## src/rtl/fetch_unit.sv

```systemverilog
// rtl/fetch_unit.sv - MIPS instruction fetch and program-counter stage
//
// Holds the PC, fetches one instruction at a time from instruction memory
// over a req/ack handshake, presents it for execute, then advances the PC
// using the decoder's branch/jump outputs and the ALU zero flag.
//
// Parameters:
//   PC_RESET  PC value loaded on reset (word aligned)
//   MAX_WAIT  imem wait cycles allowed before the fetch is declared failed (1..255)
//
// Ports:
//   i_clk          clock, all state updates on rising edge
//   i_reset        synchronous active-low reset
//   o_imem_req     fetch request to instruction memory
//   o_imem_addr    fetch address (equals o_pc)
//   i_imem_ack     imem_rdata is valid this cycle
//   i_imem_rdata   instruction word
//   o_instr        registered current instruction
//   o_op           o_instr[31:26], to the control decoder
//   o_instr_valid  high during the execute cycle(s) of o_instr
//   o_pc           address of the current instruction
//   o_pc_plus4     o_pc + 4, for JAL link and branch base
//   i_branch_eq    BranchEQ from the control decoder
//   i_branch_ne    BranchNE from the control decoder
//   i_jump         Jump from the control decoder
//   i_zero         ALU zero flag
//   i_stall        hold in execute, no PC update
//   o_fetch_err    sticky: imem did not ack within MAX_WAIT cycles

module fetch_unit #(
    parameter logic [31:0] PC_RESET = 32'h0040_0000,
    parameter int          MAX_WAIT = 15
) (
    input  logic        i_clk,
    input  logic        i_reset,
    output logic        o_imem_req,
    output logic [31:0] o_imem_addr,
    input  logic        i_imem_ack,
    input  logic [31:0] i_imem_rdata,
    output logic [31:0] o_instr,
    output logic [5:0]  o_op,
    output logic        o_instr_valid,
    output logic [31:0] o_pc,
    output logic [31:0] o_pc_plus4,
    input  logic        i_branch_eq,
    input  logic        i_branch_ne,
    input  logic        i_jump,
    input  logic        i_zero,
    input  logic        i_stall,
    output logic        o_fetch_err
);

    typedef enum logic [1:0] {
        S_IDLE  = 2'd0,
        S_FETCH = 2'd1,
        S_EXEC  = 2'd2,
        S_HALT  = 2'd3
    } state_t;

    // Counter value seen during the last permitted FETCH cycle; a miss there
    // means MAX_WAIT cycles have gone by without an ack.
    localparam logic [7:0] LP_WAIT_LAST = 8'(MAX_WAIT - 1);

    state_t      r_state;
    logic [31:0] r_pc;
    logic [31:0] r_instr;
    logic        r_instr_valid;
    logic        r_imem_req;
    logic        r_fetch_err;
    logic [7:0]  r_wait_cnt;

    logic [31:0] w_pc_plus4;
    logic [31:0] w_jump_target;
    logic [31:0] w_branch_off;
    logic [31:0] w_branch_target;
    logic        w_take_branch;
    logic [31:0] w_next_pc;

    // Next-PC selection; all arithmetic wraps modulo 2^32.
    assign w_pc_plus4      = r_pc + 32'd4;
    assign w_jump_target   = {w_pc_plus4[31:28], r_instr[25:0], 2'b00};
    assign w_branch_off    = {{14{r_instr[15]}}, r_instr[15:0], 2'b00};
    assign w_branch_target = w_pc_plus4 + w_branch_off;
    assign w_take_branch   = (i_branch_eq & i_zero) | (i_branch_ne & ~i_zero);
    assign w_next_pc       = i_jump        ? w_jump_target   :
                             w_take_branch ? w_branch_target :
                                             w_pc_plus4;

    always_ff @(posedge i_clk) begin
        if (!i_reset) begin
            r_state       <= S_IDLE;
            r_pc          <= PC_RESET;
            r_instr       <= 32'd0;
            r_instr_valid <= 1'b0;
            r_imem_req    <= 1'b0;
            r_fetch_err   <= 1'b0;
            r_wait_cnt    <= 8'd0;
        end else begin
            case (r_state)
                S_IDLE: begin
                    r_state    <= S_FETCH;
                    r_imem_req <= 1'b1;
                end
                S_FETCH: begin
                    if (i_imem_ack) begin
                        r_instr       <= i_imem_rdata;
                        r_wait_cnt    <= 8'd0;
                        r_imem_req    <= 1'b0;
                        r_instr_valid <= 1'b1;
                        r_state       <= S_EXEC;
                    end else if (r_wait_cnt == LP_WAIT_LAST) begin
                        r_fetch_err <= 1'b1;
                        r_imem_req  <= 1'b0;
                        r_state     <= S_HALT;
                    end else begin
                        r_wait_cnt <= r_wait_cnt + 8'd1;
                    end
                end
                S_EXEC: begin
                    // Branch/jump inputs matter only on the edge leaving EXEC.
                    if (!i_stall) begin
                        r_pc          <= w_next_pc;
                        r_instr_valid <= 1'b0;
                        r_imem_req    <= 1'b1;
                        r_state       <= S_FETCH;
                    end
                end
                S_HALT: begin
                    r_imem_req    <= 1'b0;
                    r_instr_valid <= 1'b0;
                end
                default: begin
                    r_state <= S_IDLE;
                end
            endcase
        end
    end

    assign o_imem_req    = r_imem_req;
    assign o_imem_addr   = r_pc;
    assign o_instr       = r_instr;
    assign o_op          = r_instr[31:26];
    assign o_instr_valid = r_instr_valid;
    assign o_pc          = r_pc;
    assign o_pc_plus4    = w_pc_plus4;
    assign o_fetch_err   = r_fetch_err;

endmodule

```

## config.mk

```make
export PLATFORM = sky130hd
export DESIGN_NAME = fetch_unit
export DESIGN_NICKNAME = d
export VERILOG_FILES = /design/src/rtl/fetch_unit.sv
export SDC_FILE = /design/constraint.sdc
export NUM_CORES = 1
export LEC_CHECK = 0
export CORE_MARGIN = 1.5
export CORE_UTILIZATION = 40
export CTS_BUF_LIST = sky130_fd_sc_hd__clkbuf_8
export DETAILED_ROUTE_END_ITERATION = 7
export PLACE_DENSITY_LB_ADDON = 0.1
export SETUP_SLACK_MARGIN = 0.5
export SYNTH_ARGS = -nofsm -noshare
export SYNTH_HDL_FRONTEND = slang
export SYNTH_SLANG_ARGS = --single-unit
```

## constraint.sdc

```tcl
create_clock -name i_clk -period 4.41 [get_ports i_clk]
set_input_delay 0.882 -clock i_clk [delete_from_list [all_inputs] [get_ports i_clk]]
set_output_delay 0.882 -clock i_clk [all_outputs]
set_load 0.05 [all_outputs]
```

# [After elaboration in Yosys (flattened, before gate mapping)]
# Cells that the tools add are included.
[op_classes] addsub=3 n_eq_ne=8 muxes=15 bitwise=6 reduce_logical=10
[ops] cell="two-way mux 32 bit" count=2
[ops] cell="adder 32 x 3 -> 32 bit (second input constant)" count=1
[ops] cell="adder 32 bit" count=1
[ops] cell="two-way mux 8 bit" count=2
[ops] cell="AND reduction 3 bit" count=3
[ops] cell="adder 8 x 1 -> 8 bit (second input constant)" count=1
[ops] cell="equality test 8 x 4 -> 1 bit (second input constant)" count=1
[ops] cell="AND reduction 2 bit" count=4
[ops] cell="two-way mux 2 bit" count=3
[ops] cell="!= test 2 bit (second input constant)" count=3
[ops] cell="one-hot mux 2 bit (3 select lines)" count=1
[ops] cell="nonzero test 3 bit" count=2
[ops] cell="two-way mux 1 bit" count=5
[ops] cell="equality test 2 bit (second input constant)" count=2
[ops] cell="one-hot mux 1 bit (4 select lines)" count=1
[ops] cell="!= test 3 bit (second input constant)" count=1
[ops] cell="NOT 1 bit" count=3
[ops] cell="one-hot mux 1 bit (3 select lines)" count=1
[ops] cell="AND 1 bit" count=2
[ops] cell="equality test 2 x 1 -> 1 bit (second input constant)" count=1
[ops] cell="zero test 2 bit" count=1
[ops] cell="bitwise OR 1 bit" count=1
[word_totals] regBits=77

# [Longest topological paths before layout]
[depth] word_depth=5 ltp_mapped=18 ltp_nobuf=16

# [Worst setup path before layout]
# OpenSTA, ideal clock, no wires.
[synth_path] kind="register to register" start="register r_pc[7], in the netlist o_imem_addr[7]" end="register r_pc[31], in the netlist o_imem_addr[31]" arrival_ns=4.475 required_ns=4.338 path_slack_ns=-0.137 path_stages_with_launch=17 path_buffers=0 synth_period_minus_slack_ns=4.547 cell_sequence="dfxtp_1 > and4_1 > nand4_2 > nor2_1 > nand3_1 > xnor2_1 > ha_1 > a21o_1 > o21bai_1 > a21oi_1 > o311a_2 > a21oi_2 > o22ai_2 > xnor2_2 > and3_1 > o21ai_2 > mux2i_1"
[synth_between] elab_chain_len=4
[synth_rtl] element="start, declared" line_no="65" rtl="logic [31:0] r_pc;"
[synth_rtl] element="start signal, assigned" line_no="122" rtl="r_pc <= w_next_pc;"
[synth_rtl] element="adder 32 x 3 -> 32 bit" line_no="80" rtl="assign w_pc_plus4 = r_pc + 32'd4;"
[synth_rtl] element="net o_pc_plus4[17]" line_no="44" rtl="output logic [31:0] o_pc_plus4,"
[synth_rtl] element="adder 32 bit" line_no="83" rtl="assign w_branch_target = w_pc_plus4 + w_branch_off;"
[synth_rtl] element="two-way mux 32 bit" line_no="86" rtl="w_take_branch ? w_branch_target :"
[synth_rtl] element="two-way mux 32 bit" line_no="85" rtl="assign w_next_pc = i_jump ? w_jump_target :"
# The timed path passes the listed nets, and every way through them passes these cells.
# A chain may end at the register's enable or synchronous reset.

# [Final worst setup path]
[layout_path] start="register r_pc[8], in the netlist o_imem_addr[8]" end="output port o_pc_plus4[23]"
[layout_between] elab_chain_len=1
[layout_rtl] element="adder 32 x 3 -> 32 bit" line_no="80"
[layout_rtl] element="end, declared" line_no="44"
# No other way between the ends.

==> impl_metrics.toml <==
[route]
drt_iter0_markers = 486
wl_per_cell_um = 17.8
dr.pass1.iters = 5
routed_via_density = 5.57
drc = 0
antenna_left = 0
finalWirelength_um = 19300
routed-via-count = 6028

[run]
maxCapViolCount = 0

[grt]
overflow = 0
track_usage = 0.240
antenna_found_initial = 0
grt_pass1_vias = 5475
grt_start_max_net_pins = 50
grt_pass1_wl_um = 30100

[sta]
setup-tns-final_ns = 0
fin_crit_sh = 0.854
layout_setup_ws_ns = 0.645
timing_max_transition_violations_final = 0
finClkSkew_ns = 0.00828
rsz0062_at_grt = "true"
final-setup-viol-count = 0
period_minus_slack_ns = 3.77
fmax_mhz = 266
hold_viol = 0
relSlewSlack = 0.209
tightest_slew_ns = 1.19

[pwr]
p_sw_mw = 0.593
p_clk_frac = 0.310
leakagePower_nw = 3.30
power.combinational.fraction = 0.266
sw_frac_of_total = 0.340
peakVddDrop_mv = 0.147
internal-power_mw = 1.15
p_per_area_nw_per_um2 = 221
p_seq_frac = 0.424

[clock_tree]
clockBufferDepth = 2
root_buffer = "clkbuf_8"
ctsHtreeMaxLevel = 3
post_cts_buffers = 0
clk_pin_slew_worst_paths_ns = 0.08
tritoncts_num_sinks = 75
cts_tree = "built"
postCtsHoldBufs = 0
cts_inserted_buffers = 9
insertion_delay_ns = 0.35

[yosys]
synth_top_family_by_area = "compound AO/OA/AOI/OAI gates"
yosys-top-cells-area = "dfxtp_1, nand2_1, ha_1"
ys_seq_area_frac = 0.254
synth_cell_types = 71
synth_xor_xnor_area_share = 0.0796
yosys.area.top_type = "dfxtp_1"
synth_warnings = 0
synth_compound_area_frac = 0.255
muxShareOfSynthArea = 0.0138
async_flop_share = 0
synth_area_per_cell_um2 = 7.61
synth_edf_count = 0
synth_top_area_frac = 0.254
yosys-top-cells-count = "nand2_1, dfxtp_1, a21oi_1"
netlist_area_um2 = 5910
synth_flop_cell = "dfxtp_1"
synthSimpleGateAreaFrac = 0.227
postSynthCellCount = 777
ys_ff_latch = 75
synthAdderAreaFrac = 0.0838
synth.most_common_cell = "nand2_1"

[floorplan]
start_util = 0.408
rows = 44
core_area_um2 = 14500
die-area_um2 = 15500
die_h_um = 125
die_w_um = 125
io_pins = 177

[cells_and_area]
drive_above_1_share = 0.0990
nFillCells = 1370
area_delta_synth_final_pct = 33.5
postLayoutCoreUtil = 0.545
multiInputGateArea_um2 = 4130
nets = 974
antenna_cells = 0
seqCellArea_um2 = 1520

[min_path]
holdPathStages = 1
min_path_type = "register to register"

[critical_path]
cp_max_fo = 7
start_kind = "register"
criticalPathCategory = "register to output port"
critical_path_required_ns = 3.53
rrSetupSlack_ns = 0.64
end_kind = "output port"
arrival_ns = 2.88
ff2ff_path_depth = 16

[outcome]
status = "finished clean"

[placed_design]
placement.setup.worst_slack_ns = 0.416
hpwl_um = 15000
gp_congestion = 0.920
io_buffers = 170
## cell families (layout without fill, tap and decap cells)
logic type                 count (synthesis)  count (layout)
AOI/OAI and AO/OA                        226             226
xor gates and xnor gates                  52              52
adders and majority gates                 39              39
buffers and inverters                     90             207
DFF                                       75              75
muxes                                      8               8
other                                      1               6
and+or+nand+nor                          286             286
## routing by layer
metal,wire length (um),GRT usage,vias up
met4,332,0.0581,0
met3,1260,0.0348,24
met2,8470,0.367,235
li1,-,-,2914
met1,9230,0.355,2855
met5,0,0,-
## critical path, stage by stage (launching register included)
cell	delay (ns)
dfxtp_2	0.41
and4_1	0.25
nand4_2	0.28
nor3_4	0.30
xor2_1	0.40
clkdlybuf4s50_1	0.89
## power groups by stage
stage / logic (mW) / registers (mW) / clock network, mW
2_1_floorplan: 0.245 / 0.818 / 0
3_3_place_gp: 0.459 / 0.752 / 0
3_5_place_dp: 0.461 / 0.754 / 0
4_1_cts: 0.463 / 0.738 / 0.554
5_1_grt: 0.493 / 0.742 / 0.582
6_report: 0.464 / 0.738 / 0.540
## placed cells by master (no fill, tap or decap), drive strengths merged, types with 14 or more instances in the layout
master and count:
and3 14, xnor2 30, nand3 22, ha 38, dfxtp 75, nand2 145, clkdlybuf4s50 162, o21ai 47
a21oi 64, a21o 15, a21boi 36, nor2 45, inv 16, xor2 22
## flip-flops by register name (all words and copies together), names as in the netlist
| register | cells |
|---|---|
| o_instr_valid | 1 |
| o_instr | 32 |
| o_fetch_err | 1 |
| o_imem_addr | 30 |
| o_imem_req | 1 |
| r_state | 2 |
| r_wait_cnt | 8 |
## through the flow
stage / std cells / total power [mW] / area (um2) / hold slack (ns)
2_1_floorplan: 782 / 1.06 / 6140 / 0.424
3_3_place_gp: 1068 / 1.21 / 7680 / 0.438
3_5_place_dp: 1068 / 1.21 / 7680 / 0.453
4_1_cts: 1083 / 1.75 / 7870 / 0.464
5_1_grt: 1083 / 1.82 / 7900 / 0.500
6_report: 1083 / 1.74 / 7900 / 0.470
## worst paths after layout
kind                          startpoint                            to
max          o_imem_addr[8]$_SDFFE_PN0P_                o_pc_plus4[23]
max reg2reg  o_imem_addr[8]$_SDFFE_PN0P_  o_imem_addr[27]$_SDFFE_PN0P_
min           r_wait_cnt[7]$_SDFFE_PN0P_    r_wait_cnt[7]$_SDFFE_PN0P_
min reg2reg   r_wait_cnt[7]$_SDFFE_PN0P_    r_wait_cnt[7]$_SDFFE_PN0P_
## layout make-up
| class | count | area share |
|---|---|---|
| tap | 184 | 0.0292 |
| sequential | 75 | 0.193 |
| clock inverter | 4 | 0.00539 |
| inverter | 14 | 0.00666 |
| multi-input combinational | 617 | 0.523 |
| clock buffer | 11 | 0.0192 |
| timing repair buffer | 178 | 0.224 |
## what timing repair did
item                                    4_1_cts  5_1_grt
pin swaps                                     0        0
endpoints found under the setup margin        3       17
gates resized for setup                       3        9
Power figures use the tool's default switching activity.
